==> src/rtl/dpdm_encode_pkg.sv <==
// -----------------------------------------------------------------------------
// usb_tx_pkg
// Shared definitions for the DP/DM line-level USB packet transmitter.
//   pid_t            : packet identifiers the protocol FSM may request
//   tx_state_t       : transmitter state encoding
//   SYNC_PAT         : line-level SYNC field, sent LSB first
//   *_PAT            : line-level PID fields, sent LSB first; each one ends on
//                      K so upstream NRZI for the payload starts from K
//   EOP_SE0_BITS     : number of SE0 bit times in an end-of-packet
//   pid_legal        : true for the five supported PIDs
//   pid_has_payload  : true for PIDs that are followed by a payload stream
//   pid_pattern      : maps a PID code to its line-level pattern
// -----------------------------------------------------------------------------
package usb_tx_pkg;

    typedef enum logic [2:0] {
        PID_OUT   = 3'd0,
        PID_IN    = 3'd1,
        PID_DATA0 = 3'd2,
        PID_ACK   = 3'd3,
        PID_NAK   = 3'd4
    } pid_t;

    typedef enum logic [2:0] {
        ST_IDLE,
        ST_SYNC,
        ST_PID,
        ST_PAYLOAD,
        ST_EOP_SE0,
        ST_EOP_J
    } tx_state_t;

    localparam logic [7:0] SYNC_PAT  = 8'b0010_1010;
    localparam logic [7:0] ACK_PAT   = 8'b0001_1011;
    localparam logic [7:0] NAK_PAT   = 8'b0110_0011;
    localparam logic [7:0] DATA0_PAT = 8'b0001_0100;
    localparam logic [7:0] OUT_PAT   = 8'b0000_1010;
    localparam logic [7:0] IN_PAT    = 8'b0111_0010;

    localparam int EOP_SE0_BITS = 2;

    function automatic logic pid_legal(input logic [2:0] pid);
        return pid <= 3'd4;
    endfunction

    function automatic logic pid_has_payload(input logic [2:0] pid);
        return pid <= 3'd2;
    endfunction

    function automatic logic [7:0] pid_pattern(input logic [2:0] pid);
        logic [7:0] pat;
        case (pid)
            3'd0:    pat = OUT_PAT;
            3'd1:    pat = IN_PAT;
            3'd2:    pat = DATA0_PAT;
            3'd3:    pat = ACK_PAT;
            3'd4:    pat = NAK_PAT;
            default: pat = 8'h00;
        endcase
        return pat;
    endfunction

endpackage

==> src/rtl/dpdm_encode_if.sv <==
// -----------------------------------------------------------------------------
// dpdm_encode_if
// Bundle between the protocol FSM (master) and the line transmitter (slave).
//   tx_start/tx_pid            : packet request and PID code (5..7 illegal)
//   pay_bit/pay_valid/pay_last : pre-encoded payload stream, pay_ready accepts
//   dp_out/dm_out/dpdm_oe      : pad drive values and drive enable
//   tx_busy/tx_done/tx_error   : packet status
// -----------------------------------------------------------------------------
interface dpdm_encode_if;
    import usb_tx_pkg::*;

    logic       tx_start;
    logic [2:0] tx_pid;
    logic       pay_bit;
    logic       pay_valid;
    logic       pay_last;
    logic       pay_ready;
    logic       dp_out;
    logic       dm_out;
    logic       dpdm_oe;
    logic       tx_busy;
    logic       tx_done;
    logic       tx_error;

    modport master (
        output tx_start, tx_pid, pay_bit, pay_valid, pay_last,
        input  pay_ready, dp_out, dm_out, dpdm_oe, tx_busy, tx_done, tx_error
    );

    modport slave (
        input  tx_start, tx_pid, pay_bit, pay_valid, pay_last,
        output pay_ready, dp_out, dm_out, dpdm_oe, tx_busy, tx_done, tx_error
    );

endinterface

==> src/rtl/dpdm_encode_piso.sv <==
// -----------------------------------------------------------------------------
// PISO_Register_Right
// 8-bit parallel-load right shifter; transmit counterpart of
// SIPO_Register_Right. Load has priority over shift.
//   clock, reset : clock and synchronous active-high reset
//   load, par_in : parallel load of the 8-bit word
//   shift        : shift right by one, zero fill at the top
//   ser_out      : bit 0 of the register
// -----------------------------------------------------------------------------
module PISO_Register_Right (
    input  logic       clock,
    input  logic       reset,
    input  logic       load,
    input  logic       shift,
    input  logic [7:0] par_in,
    output logic       ser_out
);

    logic [7:0] q;

    always_ff @(posedge clock) begin
        if (reset) begin
            q <= '0;
        end else if (load) begin
            q <= par_in;
        end else if (shift) begin
            q <= {1'b0, q[7:1]};
        end
    end

    assign ser_out = q[0];

endmodule

==> src/rtl/dpdm_encode.sv <==
// -----------------------------------------------------------------------------
// dpdm_encode
// Line-level USB packet transmitter: SYNC, PID, optional pre-encoded payload,
// then EOP (SE0 for two bit times, J for one), after which the bus is released.
//   clock, reset : sole clock, synchronous active-high reset
//   bus (slave)  : request/payload inputs, pad drive and status outputs
// Parameter CLKS_PER_BIT (1..255) sets how many clocks each line bit is held.
// -----------------------------------------------------------------------------
module dpdm_encode
    import usb_tx_pkg::*;
#(
    parameter int CLKS_PER_BIT = 1
) (
    input  logic         clock,
    input  logic         reset,
    dpdm_encode_if.slave bus
);

    localparam logic [7:0] CNT_MAX  = 8'(CLKS_PER_BIT - 1);
    localparam logic [2:0] SE0_LAST = 3'(EOP_SE0_BITS - 1);

    tx_state_t  state_q, state_d;
    logic [7:0] bit_cnt_q;
    logic [2:0] bit_idx_q, bit_idx_d;
    logic [2:0] pid_q, pid_d;
    logic       last_q, last_d;
    logic       dp_q, dp_d;
    logic       dm_q, dm_d;
    logic       active_q;
    logic       done_q, done_d;
    logic       error_q, error_d;
    logic       boundary;
    logic       ready;
    logic       enter_eop;
    logic [7:0] pid_pat;
    logic       shreg_load;
    logic       shreg_shift;
    logic [7:0] shreg_data;
    logic       shreg_bit;

    // The shifter is loaded one bit ahead: the field's bit 0 goes straight to
    // the line register, so ser_out always holds the next bit to send.
    PISO_Register_Right u_shreg (
        .clock   (clock),
        .reset   (reset),
        .load    (shreg_load),
        .shift   (shreg_shift),
        .par_in  (shreg_data),
        .ser_out (shreg_bit)
    );

    assign boundary = (bit_cnt_q == CNT_MAX);
    assign pid_pat  = pid_pattern(pid_q);

    // Next-state logic. Outside IDLE everything moves only on bit boundaries.
    // A payload request (ready) and an EOP entry are resolved after the case
    // so PID and PAYLOAD share the same accept/underrun handling.
    always_comb begin
        state_d     = state_q;
        bit_idx_d   = bit_idx_q;
        pid_d       = pid_q;
        last_d      = last_q;
        dp_d        = dp_q;
        dm_d        = dm_q;
        done_d      = 1'b0;
        error_d     = 1'b0;
        shreg_load  = 1'b0;
        shreg_shift = 1'b0;
        shreg_data  = '0;
        ready       = 1'b0;
        enter_eop   = 1'b0;

        case (state_q)
            ST_IDLE: begin
                dp_d = 1'b1;
                dm_d = 1'b0;
                if (bus.tx_start) begin
                    if (pid_legal(bus.tx_pid)) begin
                        state_d    = ST_SYNC;
                        pid_d      = bus.tx_pid;
                        bit_idx_d  = '0;
                        shreg_load = 1'b1;
                        shreg_data = {1'b0, SYNC_PAT[7:1]};
                        dp_d       = SYNC_PAT[0];
                        dm_d       = ~SYNC_PAT[0];
                    end else begin
                        error_d = 1'b1;
                    end
                end
            end

            ST_SYNC, ST_PID: begin
                if (boundary) begin
                    if (bit_idx_q != 3'd7) begin
                        shreg_shift = 1'b1;
                        dp_d        = shreg_bit;
                        dm_d        = ~shreg_bit;
                        bit_idx_d   = bit_idx_q + 3'd1;
                    end else if (state_q == ST_SYNC) begin
                        state_d    = ST_PID;
                        bit_idx_d  = '0;
                        shreg_load = 1'b1;
                        shreg_data = {1'b0, pid_pat[7:1]};
                        dp_d       = pid_pat[0];
                        dm_d       = ~pid_pat[0];
                    end else if (pid_has_payload(pid_q)) begin
                        ready = 1'b1;
                    end else begin
                        enter_eop = 1'b1;
                    end
                end
            end

            ST_PAYLOAD: begin
                if (boundary) begin
                    if (last_q) begin
                        enter_eop = 1'b1;
                    end else begin
                        ready = 1'b1;
                    end
                end
            end

            ST_EOP_SE0: begin
                if (boundary) begin
                    if (bit_idx_q == SE0_LAST) begin
                        state_d = ST_EOP_J;
                        dp_d    = 1'b1;
                        dm_d    = 1'b0;
                    end else begin
                        bit_idx_d = bit_idx_q + 3'd1;
                    end
                end
            end

            ST_EOP_J: begin
                if (boundary) begin
                    state_d = ST_IDLE;
                    done_d  = 1'b1;
                end
            end

            default: begin
                state_d = ST_IDLE;
            end
        endcase

        // An underrun aborts with a clean EOP rather than holding the line.
        if (ready) begin
            if (bus.pay_valid) begin
                state_d = ST_PAYLOAD;
                dp_d    = bus.pay_bit;
                dm_d    = ~bus.pay_bit;
                last_d  = bus.pay_last;
            end else begin
                error_d   = 1'b1;
                enter_eop = 1'b1;
            end
        end

        if (enter_eop) begin
            state_d   = ST_EOP_SE0;
            bit_idx_d = '0;
            dp_d      = 1'b0;
            dm_d      = 1'b0;
        end
    end

    // State, line and status registers. The bit timer idles at zero so the
    // first bit after leaving IDLE gets a full CLKS_PER_BIT cycles.
    always_ff @(posedge clock) begin
        if (reset) begin
            state_q   <= ST_IDLE;
            bit_cnt_q <= '0;
            bit_idx_q <= '0;
            pid_q     <= '0;
            last_q    <= 1'b0;
            dp_q      <= 1'b1;
            dm_q      <= 1'b0;
            active_q  <= 1'b0;
            done_q    <= 1'b0;
            error_q   <= 1'b0;
        end else begin
            state_q   <= state_d;
            bit_idx_q <= bit_idx_d;
            pid_q     <= pid_d;
            last_q    <= last_d;
            dp_q      <= dp_d;
            dm_q      <= dm_d;
            active_q  <= (state_d != ST_IDLE);
            done_q    <= done_d;
            error_q   <= error_d;
            if ((state_q == ST_IDLE) || boundary) begin
                bit_cnt_q <= '0;
            end else begin
                bit_cnt_q <= bit_cnt_q + 8'd1;
            end
        end
    end

    assign bus.pay_ready = ready;
    assign bus.dp_out    = dp_q;
    assign bus.dm_out    = dm_q;
    assign bus.dpdm_oe   = active_q;
    assign bus.tx_busy   = active_q;
    assign bus.tx_done   = done_q;
    assign bus.tx_error  = error_q;

endmodule

==> src/flat_wrapper.sv <==
// flat-port wrapper written by rule: the top's interface ports become plain ports
module dpdm_encode_flat import usb_tx_pkg::*;
#(
    parameter int CLKS_PER_BIT = 1
)
  (clock, reset, bus_tx_start, bus_tx_pid, bus_pay_bit, bus_pay_valid, bus_pay_last, bus_pay_ready, bus_dp_out, bus_dm_out, bus_dpdm_oe, bus_tx_busy, bus_tx_done, bus_tx_error);
  dpdm_encode_if bus_i ();
  input  logic clock;
  input  logic reset;
  input wire logic [$bits(bus_i.tx_start)-1:0] bus_tx_start;
  input wire logic [$bits(bus_i.tx_pid)-1:0] bus_tx_pid;
  input wire logic [$bits(bus_i.pay_bit)-1:0] bus_pay_bit;
  input wire logic [$bits(bus_i.pay_valid)-1:0] bus_pay_valid;
  input wire logic [$bits(bus_i.pay_last)-1:0] bus_pay_last;
  output wire logic [$bits(bus_i.pay_ready)-1:0] bus_pay_ready;
  output wire logic [$bits(bus_i.dp_out)-1:0] bus_dp_out;
  output wire logic [$bits(bus_i.dm_out)-1:0] bus_dm_out;
  output wire logic [$bits(bus_i.dpdm_oe)-1:0] bus_dpdm_oe;
  output wire logic [$bits(bus_i.tx_busy)-1:0] bus_tx_busy;
  output wire logic [$bits(bus_i.tx_done)-1:0] bus_tx_done;
  output wire logic [$bits(bus_i.tx_error)-1:0] bus_tx_error;
  assign bus_i.tx_start = bus_tx_start;
  assign bus_i.tx_pid = bus_tx_pid;
  assign bus_i.pay_bit = bus_pay_bit;
  assign bus_i.pay_valid = bus_pay_valid;
  assign bus_i.pay_last = bus_pay_last;
  assign bus_pay_ready = bus_i.pay_ready;
  assign bus_dp_out = bus_i.dp_out;
  assign bus_dm_out = bus_i.dm_out;
  assign bus_dpdm_oe = bus_i.dpdm_oe;
  assign bus_tx_busy = bus_i.tx_busy;
  assign bus_tx_done = bus_i.tx_done;
  assign bus_tx_error = bus_i.tx_error;
  dpdm_encode #(.CLKS_PER_BIT(CLKS_PER_BIT)) u_core (.clock(clock), .reset(reset), .bus(bus_i));
endmodule
==> config.mk <==
export PLATFORM = sky130hd
export DESIGN_NAME = dpdm_encode_flat
export DESIGN_NICKNAME = d
export VERILOG_FILES = /design/src/rtl/dpdm_encode_pkg.sv /design/src/rtl/dpdm_encode_if.sv /design/src/rtl/dpdm_encode_piso.sv /design/src/rtl/dpdm_encode.sv /design/src/flat_wrapper.sv
export SDC_FILE = /design/constraint.sdc
export NUM_CORES = 1
export LEC_CHECK = 0
export CAP_MARGIN = 20
export CORE_MARGIN = 1.5
export CORE_UTILIZATION = 46
export CTS_CLUSTER_SIZE = 25
export DETAILED_ROUTE_END_ITERATION = 10
export GPL_ROUTABILITY_DRIVEN = 0
export PLACE_DENSITY = 0.72
export SETUP_SLACK_MARGIN = 0.3
export SLEW_MARGIN = 20
export SYNTH_ARGS = -nofsm -noshare
export SYNTH_HDL_FRONTEND = slang
export SYNTH_SLANG_ARGS = --single-unit
==> constraint.sdc <==
create_clock -name clock -period 2.5 [get_ports clock]
set_clock_uncertainty 0.15 [all_clocks]
set_input_delay 0.375 -clock clock [delete_from_list [all_inputs] [get_ports clock]]
set_output_delay 0.375 -clock clock [all_outputs]
set_load 0.05 [all_outputs]
Word level (Yosys, flattened, before mapping)
Index checks and enable logic that the tools add are counted.
Storage, ports and cells
  output and inout bits: 7
  input port bits: 9
  flip-flop bits (word level): 31
  memories: 0
  memory bits (read-only): 0
  bits in latches: 0
  word-level logic and storage cells: 128
  bits in writable memories: 0
Cells by class
  bitwise logic cells: 4
  shifts and indexed selects: 0
  magnitude comparators: 2
  reduce and logical (&&, ||, !) cells: 14
  add/subtract/negate cells: 2
  multipliers: 0
  div/mod/pow operators: 0
  equality and inequality tests: 17
  mux-type cells: 78
Operator list (number)
  2-to-1 mux 3 bit: 18
  2-to-1 mux 1 bit: 44
  2-to-1 mux 8 bit: 5
  case mux 7 bit (5 select lines): 1
  case mux 8 bit (2 select lines): 1
  case mux 3 bit (5 select lines): 1
  equality test 3 x 2 -> 1 bit (second input constant): 4
  equality test 3 x 1 -> 1 bit (second input constant): 3
  equality test 3 bit (second input constant): 3
  case mux 3 bit (3 select lines): 1
  adder 8 x 1 -> 8 bit (second input constant): 1
  zero test 8 bit: 1
  OR reduction 2 bit: 4
  AND reduction 7 bit: 1
  zero test 3 bit: 2
  2-to-1 mux 6 bit: 1
  inequality test 2 x 1 -> 1 bit (second input constant): 3
  case mux 1 bit (2 select lines): 3
  case mux 1 bit (3 select lines): 2
  nonzero test 3 bit: 2
  2-to-1 mux 5 bit: 1
  inequality test 2 bit (second input constant): 2
  NOT 1 bit: 4
  adder 3 x 1 -> 3 bit (second input constant): 1
  8 further kinds: 8

Logic depth before layout (Yosys ltp)
  depth after elaboration: 10
  depth in mapped cells: 8

Modules after synthesis
A second synthesis with hierarchy kept.
Unflattened totals
  cell total of the unflattened synthesis: 213
  area, all modules: 1820.5 sq um
By module, submodules not included
  dpdm_encode: instances 1, cells an instance 178, sequential area each 460.4 sq um, area each 1451.4 sq um
  PISO_Register_Right: instances 1, cells an instance 35, sequential area each 160.2 sq um, area each 369.1 sq um

Least setup slack after synthesis
No wires, ideal clock.
  path kind: flip-flop to flip-flop
  start point: register u_core.bit_cnt_q[0]
  end point: register u_core.active_q, in the netlist u_core.bus.dpdm_oe
  library setup time: 0.081 ns
  path buffers: 0
  required time: 2.269 ns
  slack: -0.266 ns
  stages on the path, launching flop included: 8
  arrival time: 2.536 ns
  path through: dfxtp_1 -> inv_1 -> ha_1 -> nor3b_2 -> nand2_2 -> a2111oi_2 -> nor4_1 -> a41oi_1
RTL lines
  start, declared: line dpdm_encode.sv:23  | logic [7:0] bit_cnt_q;
  start signal, assigned: line dpdm_encode.sv:196  | bit_cnt_q <= bit_cnt_q + 8'd1;
  zero test 8 bit (*): line dpdm_encode.sv:52  | assign boundary = (bit_cnt_q == CNT_MAX);
  2-to-1 mux 1 bit (on tied branches): line dpdm_encode.sv:115, dpdm_encode.sv:93
  case mux 1 bit (2 select lines) (*): line dpdm_encode.sv:73  | case (state_q)
  net bus_pay_ready: line flat_wrapper.sv:15  | output wire logic [$bits(bus_i.pay_ready)-1:0] bus_pay_ready;
  2-to-1 mux 3 bit or 2-to-1 mux 1 bit (tied branches): line dpdm_encode.sv:149  | if (ready) begin
  2-to-1 mux 3 bit (*): line dpdm_encode.sv:161  | if (enter_eop) begin
  nonzero test 3 bit (*): line dpdm_encode.sv:190  | active_q <= (state_d != ST_IDLE);
  end signal, assigned: line dpdm_encode.sv:190
  end, declared: line dpdm_encode.sv:29  | logic active_q;
The timed path passes the listed nets; every way through them passes the cells marked *.
A chain may end at the register's enable or synchronous reset.

Worst setup path after layout
  start point: register u_core.bit_cnt_q[5]
  end point: output bus_pay_ready
Between the ends
  word-level cells in the longest chain between the ends: 3
RTL lines (line)
  zero test 8 bit (*): dpdm_encode.sv:52
  2-to-1 mux 1 bit (on tied branches): dpdm_encode.sv:115, dpdm_encode.sv:93
  case mux 1 bit (2 select lines) (*): dpdm_encode.sv:73
  end, declared: flat_wrapper.sv:15
Every way passes the cells marked *; elsewhere a longest branch is shown, timed or not.

==> impl_metrics.yaml <==
outcome:
  status: "complete, no violations"
routing:
  ant_nets: 0
  vias: 1603
  routedWlPerCell_microns: 15.21
  dr.pass1.iters: 4
  wl_microns: 4289
  drcViolationCount: 0
  routed_via_density: 5.684
  drt-initial-drc-count: 132
clock_tree:
  clock_sinks: 29
  root_buffer: "clkbuf_8"
  cts_buffers: 5
  clock_path_buffers: 2
  clock_latency_ns: 0.29
  h-tree-depth: 2
  cts_tree: "done"
  cts.clk_slew.worst_paths_ns: 0.07
floorplanning:
  die_x_microns: 65.50
  io_pins: 16
  die_y_microns: 65.50
  die-area_sq_mm: 0.004290
  coreArea_sq_mm: 0.003716
  rows: 22
  start_util_pct: 48.35
worst_setup_path:
  path_cells: "nor4_4, nand2_4, a2111oi_4, buf_12"
  crit_type: "reg2out"
  cp-startpoint: "u_core.bit_cnt_q[5]"
  regToRegStartpoint: "u_core.bit_idx_q[0]"
  arrival_ns: 1.71
  startpoint_type: "register"
  slowest_delay_ns: 0.40
  critical_path_required_ns: 1.98
  reg2reg_depth: 8
  cp-end-kind: "output pin"
  r2r_slack_ns: 0.35
  crit_path_top_delay_cell: "nor4_4"
  r2r_end: "u_core.bit_idx_q[0]"
  crit_path_max_fanout: 5
  cp-endpoint: "bus_pay_ready"
yosys:
  seq_area_frac_synth_pct: 32.31
  synth-edff-count: 0
  mappedNetlistArea_sq_mm: 0.001797
  avgSynthCellArea_sq_um: 8.722
  ys.flop_type: "dfxtp_1"
  synthArstFlopShare_pct: 0
  synth_warnings: 0
  syn-num-nets: 220
  netlist_instances: 206
  ys_ff_latch: 29
  post_synth_num_cell_types: 59
timing:
  fmax_mhz: 447.5
  relSlewSlack_pct: 66.13
  hold_viol_final: 0
  final.min_clock_period_ns: 2.235
  final_max_slew_viol_count: 0
  setup_viol: 0
  rsz0062_at_grt: "yes"
  tns_ns: 0
  worstMarginPinSlew_ns: 0.5065
  period_share_pct: 89.39
global_routing:
  grt_overflow: 0
  grt_max_degree: 16
  grt_pass1_wl_microns: 6817
  grt_antenna_before_repair: 0
  grtUsageTotal_pct: 20.75
  first_global_vias: 1427
placed_design:
  io_buffers: 15
  dpl-instance-area_sq_mm: 0.002007
  dp.final_hpwl_microns: 2983
run:
  maxCapViolCount: 0
pwr:
  power.total_mw: 1.111
  p_leak_nw: 0.8572
  power.density_mw_per_mm2: 491.9
  vdd_drop_max_mv: 0.2778
final_layout:
  n_fill_cell: 302
  final_area_sq_mm: 0.002258
  nets: 247
  regArea_sq_um: 596.8
  diodes: 0
  final_cell_mix: "nor2_1, dfxtp_1, buf_4"
  multi_input_area_sq_mm: 0.001167
  drive_above_1_share_pct: 26.07
  fin_util_pct: 60.77
  final_common_cell: "nor2_1"
  area_growth_pct: 25.70
min_path:
  min_path_type: "reg2reg"
layout make-up:
cell class	count	share of cell area (%)
well taps	48	2.659
multi-input cells	155	51.69
inverters	8	1.330
clock buffers	7	4.266
repair buffers	34	13.41
clock inverters	1	0.2216
flip-flops and latches	29	26.43
sequential cells by signal (all words and copies together) (netlist names):
name and cells:
u_core.bus.tx_done 1, u_core.bit_cnt_q 8, u_core.u_shreg.q 6, u_core.state_q 3
u_core.bus.dp_out 1, u_core.last_q 1, u_core.bus.tx_error 1, u_core.bus.dm_out 1
u_core.pid_q 3, u_core.bus.dpdm_oe 1, u_core.bit_idx_q 3
Yosys cell counts (all sizes together), types with 3 or more instances:
library cell	n	share of area, %
buf	10	4.0
nor4	5	3.4
nand2	11	2.4
nor3b	4	2.6
a21oi	11	3.1
mux2i	9	5.0
a211oi	3	1.5
nand3	10	3.8
o21ai	6	1.7
clkbuf	4	0.84
nand2b	7	2.4
xor2	7	3.4
ha	5	3.5
nor2	26	5.4
or4	3	1.5
inv	8	1.7
dfxtp	29	32
a31oi	3	1.0
nor3	7	2.2
and3	4	1.5
report_power, final:
group          switching, mW  total [mW]  internal, mW
sequential            0.0171       0.495         0.478
clock                  0.186       0.435         0.249
combinational          0.103       0.181        0.0780
worst min path at each step:
stage,start,end,slack [ns],depth (start not counted)
3_5_place_dp,u_core.u_shreg.q[5],u_core.u_shreg.q[5],0.31,2
2_1_floorplan,u_core.u_shreg.q[5],u_core.u_shreg.q[5],0.30,2
4_1_cts,u_core.bit_cnt_q[0],u_core.bit_cnt_q[0],0.32,1
6_report,u_core.u_shreg.q[5],u_core.u_shreg.q[5],0.32,2
3_3_place_gp,u_core.u_shreg.q[5],u_core.u_shreg.q[5],0.31,2
5_1_grt,u_core.u_shreg.q[5],u_core.u_shreg.q[5],0.35,2
critical path, delay by kind of cell (launching register included):
family          cells  cell delay [ns]
simple gates        2             0.50
flops               1             0.38
compound gates      1             0.35
buf+inv             1             0.19
kinds of logic (layout without fill, tap and decap cells):
group | count (synthesis) | after routing | synth area share, %
buffers and inverters | 22 | 50 | 6.545
AND/OR/NAND/NOR | 89 | 89 | 30.57
adder cells (fa/ha/maj) | 5 | 5 | 3.482
flip-flops | 29 | 29 | 32.31
XOR/XNOR | 8 | 8 | 3.900
multiplexers | 9 | 9 | 5.014
AO/OA/AOI/OAI | 44 | 44 | 18.18
routing by layer:
metal	global-route usage [%]	wire length, microns	up-vias
li1	-	-	808
met2	31.63	1952	64
met3	4.795	289	7
met4	7.292	70	0
met1	28.66	1976	724
met5	0	0	-
what timing repair did:
item | 4_1_cts | 5_1_grt
endpoints found under the setup margin | 9 | 12
buffers inserted | 7 | 5
hold buffers | 0 | 0
gates resized for setup | 12 | 10
pin swaps | 4 | 10
stage by stage:
| step | hold WS, ns | setup slack (ns) | cells |
|---|---|---|---|
| 2_1_floorplan | 0.2980 | 0.3392 | 206 |
| 3_3_place_gp | 0.3142 | 0.05809 | 262 |
| 3_5_place_dp | 0.3143 | 0.1363 | 262 |
| 4_1_cts | 0.3172 | 0.3070 | 277 |
| 5_1_grt | 0.3540 | 0.2035 | 282 |
| 6_report | 0.3201 | 0.2652 | 282 |
(Power assumes the default switching activity.)
